==> config.mk <==
export PLATFORM = sky130hd
export DESIGN_NAME = uart_rx_param
export DESIGN_NICKNAME = d
export VERILOG_FILES = /design/src/rtl/uart_rx_param.sv
export SDC_FILE = /design/constraint.sdc
export NUM_CORES = 1
export LEC_CHECK = 0
export CAP_MARGIN = 20
export CORE_MARGIN = 10
export CORE_UTILIZATION = 53
export CTS_BUF_LIST = sky130_fd_sc_hd__clkbuf_8
export DETAILED_ROUTE_END_ITERATION = 7
export GPL_TIMING_DRIVEN = 0
export PLACE_DENSITY = 0.86
export SLEW_MARGIN = 15
export SYNTH_ARGS = -nofsm -noshare
export SYNTH_HDL_FRONTEND = slang
export SYNTH_SLANG_ARGS = --single-unit
==> constraint.sdc <==
create_clock -name clk -period 1.65 [get_ports clk]
set_input_delay 0.2475 -clock clk [delete_from_list [all_inputs] [get_ports clk]]
set_output_delay 0.2475 -clock clk [all_outputs]
set_load 0.05 [all_outputs]
==> src/rtl/uart_rx_param.sv <==
// Parametrised oversampling UART receiver: 2-flop synchroniser, 3-sample majority vote,
// false-start rejection, framing/overrun detection. Optional parity check via UART_RX_PARITY_EN.
module uart_rx_param #(
   parameter int unsigned DATA_BITS  = 8,
   parameter int unsigned OVERSAMPLE = 16,
   parameter int unsigned STOP_BITS  = 1,
   parameter bit          PARITY_ODD = 1'b0
) (
   input  logic                 clk,
   input  logic                 rst_n,
   input  logic                 tick,
   input  logic                 rx,
   output logic [DATA_BITS-1:0] data_out,
   output logic                 valid,
   input  logic                 ready,
   output logic                 framing_err,
   output logic                 parity_err,
   output logic                 overrun_err,
   output logic                 busy
);

   localparam int unsigned CNT_W = $clog2(OVERSAMPLE);
   localparam int unsigned IDX_W = 4;
   localparam int unsigned MID   = OVERSAMPLE / 2;

   localparam logic [CNT_W-1:0] CNT_LAST = CNT_W'(OVERSAMPLE - 1);
   localparam logic [CNT_W-1:0] CNT_S0   = CNT_W'(MID - 1);
   localparam logic [CNT_W-1:0] CNT_S1   = CNT_W'(MID);
   localparam logic [CNT_W-1:0] CNT_DEC  = CNT_W'(MID + 1);
   localparam logic [IDX_W-1:0] DATA_LAST = IDX_W'(DATA_BITS - 1);
   localparam logic [IDX_W-1:0] STOP_LAST = IDX_W'(STOP_BITS - 1);

`ifdef UART_RX_PARITY_EN
   localparam bit PAR_EN = 1'b1;
`else
   localparam bit PAR_EN = 1'b0;
`endif

   typedef enum logic [2:0] {
      IDLE,
      START,
      DATA,
`ifdef UART_RX_PARITY_EN
      PARITY,
`endif
      STOP
   } state_t;

   state_t               state, state_nxt;
   logic                 rx_meta, rx_s;
   logic [CNT_W-1:0]     cnt, cnt_nxt;
   logic [IDX_W-1:0]     idx, idx_nxt;
   logic [DATA_BITS-1:0] shreg, shreg_nxt;
   logic [1:0]           samp, samp_nxt;
   logic                 ferr, ferr_nxt;
   logic                 par_bit, par_bit_nxt;
   logic                 bit_val_c;
   logic                 dec_c;
   logic                 wrap_c;
   logic                 done_c;
   logic                 perr_c;

   // Line synchroniser, idles high
   always_ff @(posedge clk or negedge rst_n) begin
      if (!rst_n) begin
         rx_meta <= 1'b1;
         rx_s    <= 1'b1;
      end else begin
         rx_meta <= rx;
         rx_s    <= rx_meta;
      end
   end

   assign bit_val_c = (samp[0] & samp[1]) | (samp[0] & rx_s) | (samp[1] & rx_s);
   assign dec_c     = (cnt == CNT_DEC);
   assign wrap_c    = (cnt == CNT_LAST);
   assign perr_c    = PAR_EN & (par_bit ^ (^shreg) ^ PARITY_ODD);

   // State and datapath registers
   always_ff @(posedge clk or negedge rst_n) begin
      if (!rst_n) begin
         state   <= IDLE;
         cnt     <= '0;
         idx     <= '0;
         shreg   <= '0;
         samp    <= 2'b11;
         ferr    <= 1'b0;
         par_bit <= 1'b0;
      end else begin
         state   <= state_nxt;
         cnt     <= cnt_nxt;
         idx     <= idx_nxt;
         shreg   <= shreg_nxt;
         samp    <= samp_nxt;
         ferr    <= ferr_nxt;
         par_bit <= par_bit_nxt;
      end
   end

   // Next-state and datapath update; everything advances on tick only
   always_comb begin
      state_nxt   = state;
      cnt_nxt     = cnt;
      idx_nxt     = idx;
      shreg_nxt   = shreg;
      samp_nxt    = samp;
      ferr_nxt    = ferr;
      par_bit_nxt = par_bit;
      done_c      = 1'b0;
      if (tick) begin
         if (state != IDLE) cnt_nxt = wrap_c ? '0 : cnt + CNT_W'(1);
         if (cnt == CNT_S0) samp_nxt[0] = rx_s;
         if (cnt == CNT_S1) samp_nxt[1] = rx_s;
         unique case (state)
            IDLE: begin
               if (!rx_s) begin
                  state_nxt = START;
                  cnt_nxt   = '0;
                  idx_nxt   = '0;
                  ferr_nxt  = 1'b0;
               end
            end
            START: begin
               if (dec_c && bit_val_c) state_nxt = IDLE;
               else if (wrap_c)        state_nxt = DATA;
            end
            DATA: begin
               if (dec_c) shreg_nxt = {bit_val_c, shreg[DATA_BITS-1:1]};
               if (wrap_c) begin
                  if (idx == DATA_LAST) begin
                     idx_nxt = '0;
`ifdef UART_RX_PARITY_EN
                     state_nxt = PARITY;
`else
                     state_nxt = STOP;
`endif
                  end else begin
                     idx_nxt = idx + IDX_W'(1);
                  end
               end
            end
`ifdef UART_RX_PARITY_EN
            PARITY: begin
               if (dec_c)  par_bit_nxt = bit_val_c;
               if (wrap_c) state_nxt   = STOP;
            end
`endif
            STOP: begin
               if (dec_c) begin
                  if (!bit_val_c) ferr_nxt = 1'b1;
                  if (idx == STOP_LAST) begin
                     done_c    = 1'b1;
                     state_nxt = IDLE;
                  end
               end else if (wrap_c) begin
                  idx_nxt = idx + IDX_W'(1);
               end
            end
            default: state_nxt = IDLE;
         endcase
      end
   end

   // Output holding register and consumer handshake
   always_ff @(posedge clk or negedge rst_n) begin
      if (!rst_n) begin
         data_out    <= '0;
         valid       <= 1'b0;
         framing_err <= 1'b0;
         parity_err  <= 1'b0;
         overrun_err <= 1'b0;
         busy        <= 1'b0;
      end else begin
         busy <= (state_nxt != IDLE);
         if (done_c) begin
            if (!valid || ready) begin
               data_out    <= shreg;
               framing_err <= ferr_nxt;
               parity_err  <= perr_c;
               valid       <= 1'b1;
               if (valid) overrun_err <= 1'b0;
            end else begin
               overrun_err <= 1'b1;
            end
         end else if (valid && ready) begin
            valid       <= 1'b0;
            overrun_err <= 1'b0;
         end
      end
   end

endmodule
==> impl_metrics.csv <==
group,metric,value,unit
layout,nets,189,
logic_synthesis,ys_ff_latch,36,
sta,tightest_slew,0.811,ns
setup_path,worst_ep_required_time,1.82,ns
clocking,clkSlewWorstSetupHoldPaths,0.08,ns
logic_synthesis,syn-cell-area,1760,sq um
setup_path,r2r-end,"data_out[1]",
setup_path,crit_start,"cnt[1]",
logic_synthesis,ys_types,46,
placement,place_congestion,0.777,
setup_path,cp-end-kind,"register",
setup_path,cp-start-kind,"register",
sta,grt_setup_unrepaired,"true",
sta,finalClockSkew,0.00623,ns
pwr,vdd_drop_max,968,uV
logic_synthesis,synth_top_area_share,45.4,%
sta,setup_slack,-0.0818,ns
logic_synthesis,syn_avg_cell_area,11.8,sq um
logic_synthesis,syn_nets,160,
setup_path,path_class,"reg2reg",
die,fp.dieH,77.7,um
logic_synthesis,synth.top_cells.by_area,"dfrtp_1, mux2_4, dfstp_2",
pwr,p_per_area,1320,nW/um^2
logic_synthesis,async_flop_share,100,%
clocking,cts_tree,"yes",
drt,wl_met3,226,um
die,core,3130,sq um
worst_hold_path,hold_path_class,"in2async",
placement,dpl.hpwl,2400,um
grt,grt_usage,13.1,%
status,violations,"negative setup slack",
logic_synthesis,syn_inst,150,
clocking,clk-insertion-delay-late,0.29,ns
drt,vias_per_cell,5.69,
drt,wl_met1,1460,um
setup_path,crit_fanout,9,
die,die_w,77.7,um
sta,timing.slew.headroom,46.0,%
logic_synthesis,synth_commonest_cells,"dfrtp_1, nand2_1, nand3_1, mux2_4, mux2_1",
setup_path,crit_arrival,1.91,ns
drt,dr_total_vias,1275,
sta,fin_crit_sh,105,%
die,die_area,6040,sq um
sta,fin_crit,1.73,ns
pwr,leakage,1.07,nW
job,cap_violations,0,
drt,antenna_left,0,
drt,firstDrtPassIters,4,
setup_path,rr_startpoint,"cnt[1]",
clocking,cts_max_level,2,
logic_synthesis,synth-edff-count,0,
sta,hold_viol,0,
grt,antenna_found_initial,0,
layout,drive_gt1_share,31.1,%
clocking,cts_buffers,5,
setup_path,rrSetupSlack,-0.08,ns
drt,top_layer,"met4",
layout,synthToLayoutAreaGrowth,25.6,%
logic_synthesis,seq_area_frac_synth,51.3,%
grt,first_global_vias,1357,
logic_synthesis,yosys_most_used_dff,"dfrtp_1",
sta,drv_slew,0,
clocking,clock-sinks,36,
clocking,cts-root-buf,"clkbuf_8",
setup_path,worstRegToRegCells,7,
grt,grt_pass1_wl,6500,um
grt,gr-total-overflow,0,
logic_synthesis,ys_warn_count,0,
drt,drcViolationCount,0,
drt,route.met2.wl,1900,um
drt,wire_per_inst,16.5,um
sta,setup_viol,18,
sta,hold_ws,0.0425,ns
drt,drt_wl_total,3690,um
logic_synthesis,yosys.area.top_type,"dfrtp_1",
die,initial_core_util,56.4,%
clocking,holdBufCountCts,0,
placement,io_buffers,16,
logic_synthesis,yosysMostFrequentCell,"dfrtp_1",
drt,dr.first_iter.drc_count,57,
die,num_rows,20,
clocking,clk_path_buf_depth,2,
layout,n_antenna_cell,0,
pwr,power,2.93,mW
setup_path,crit_path_end,"data_out[1]",
sta,fmax,0.577,GHz
die,ios,18,
grt,grt_max_degree,37,
status,outcome,"complete, but fails checks",
-- sequential cells by signal, indices dropped and copies added (netlist names), 2 cells and up --
register	cells
data_out	8
shreg	8
cnt	4
idx	4
state	3
samp	2
-- metrics by stage --
stage / worst slack (ns) / area [sq um] / instances / setup TNS, ns / utilization, %
after floorplan: 0.00909 / 1760 / 150 / 0 / -
after global placement: -0.362 / 1980 / 210 / -14.76 / 63.3
after detailed placement: -0.240 / 1970 / 210 / -4.03 / 63.1
after CTS: -0.0355 / 2200 / 224 / -0.278 / 70.3
after global routing: -0.128 / 2220 / 224 / -1.61 / 70.8
final: -0.0818 / 2220 / 224 / -0.834 / 70.8
-- timing repair --
action                                  in CTS  in global routing
pin swaps                                    2                  1
gates resized for setup                     29                  4
endpoints found under the setup margin      30                 26
setup buffers                                6                  0
-- cell type report --
cell class                      count  area (sq um)
Clock inverter                      3          42.5
Tap cell                           44          55.1
Fill cell                         225           912
Clock buffer                        5          68.8
Sequential cell                    36           907
Buffer                              7          57.6
Multi-Input combinational cell    100           861
Timing Repair Buffer               22           198
Inverter                            7          26.3
-- where the power goes --
part	leakage, nW	switching, mW	internal, mW
Clock	0.0541	0.322	0.447
Sequential	0.461	0.135	1.05
Combinational	0.550	0.524	0.453
-- worst max-delay path, stage by stage (launching register included) --
cell and delay (ns):
dfrtp_1 0.40, inv_2 0.08, ha_1 0.14, and3b_1 0.18, buf_6 0.13, and4_4 0.27
nand2_8 0.10, mux2_4 0.32
-- layout by cell type, fill, tap and decap left out, types with 2 or more instances in the layout --
cell and n:
dfrtp_1 31, mux2_4 17, nand2_1 13, dlygate4sd2_1 12, nand3_1 9, buf_4 7
o21ai_0 6, nand2b_1 5, clkbuf_8 5, inv_1 4, a21oi_1 4, ha_1 4
dfstp_2 4, buf_6 3, a31oi_1 3, inv_2 3, o21ai_1 3, clkdlybuf4s50_1 3
o41ai_1 2, nor2_1 2, o21ai_2 2, a32o_1 2, nand4b_1 2
-- worst min path at each step --
stage                to  slack, ns  cells after the start  startpoint
6_report       shreg[6]       0.04                      1       rst_n
5_1_grt        shreg[6]       0.09                      1       rst_n
4_1_cts        shreg[6]       0.06                      1       rst_n
3_5_place_dp       rx_s       0.35                      0     rx_meta
3_3_place_gp       rx_s       0.35                      0     rx_meta
2_1_floorplan      busy      -0.05                      0       rst_n
-- per-layer routing --
layer	up-vias	GRT usage, %
met5	-	0
met4	0	6.75
met2	42	22.6
met1	626	13.4
met3	17	5.41
li1	590	-
-- logic make-up (layout without fill, tap and decap cells) --
family                     after synthesis  count (layout)  synth area share [%]
AOI/OAI and AO/OA                       26              26                  9.50
adders and majority gates                6               6                  4.11
buffers and inverters                   14              44                  4.47
DFF                                     36              36                  51.3
muxes                                   18              18                  13.3
other                                    1               1                 0.213
and+or+nand+nor                         49              49                  17.0
Power figures use the tool's default switching activity.
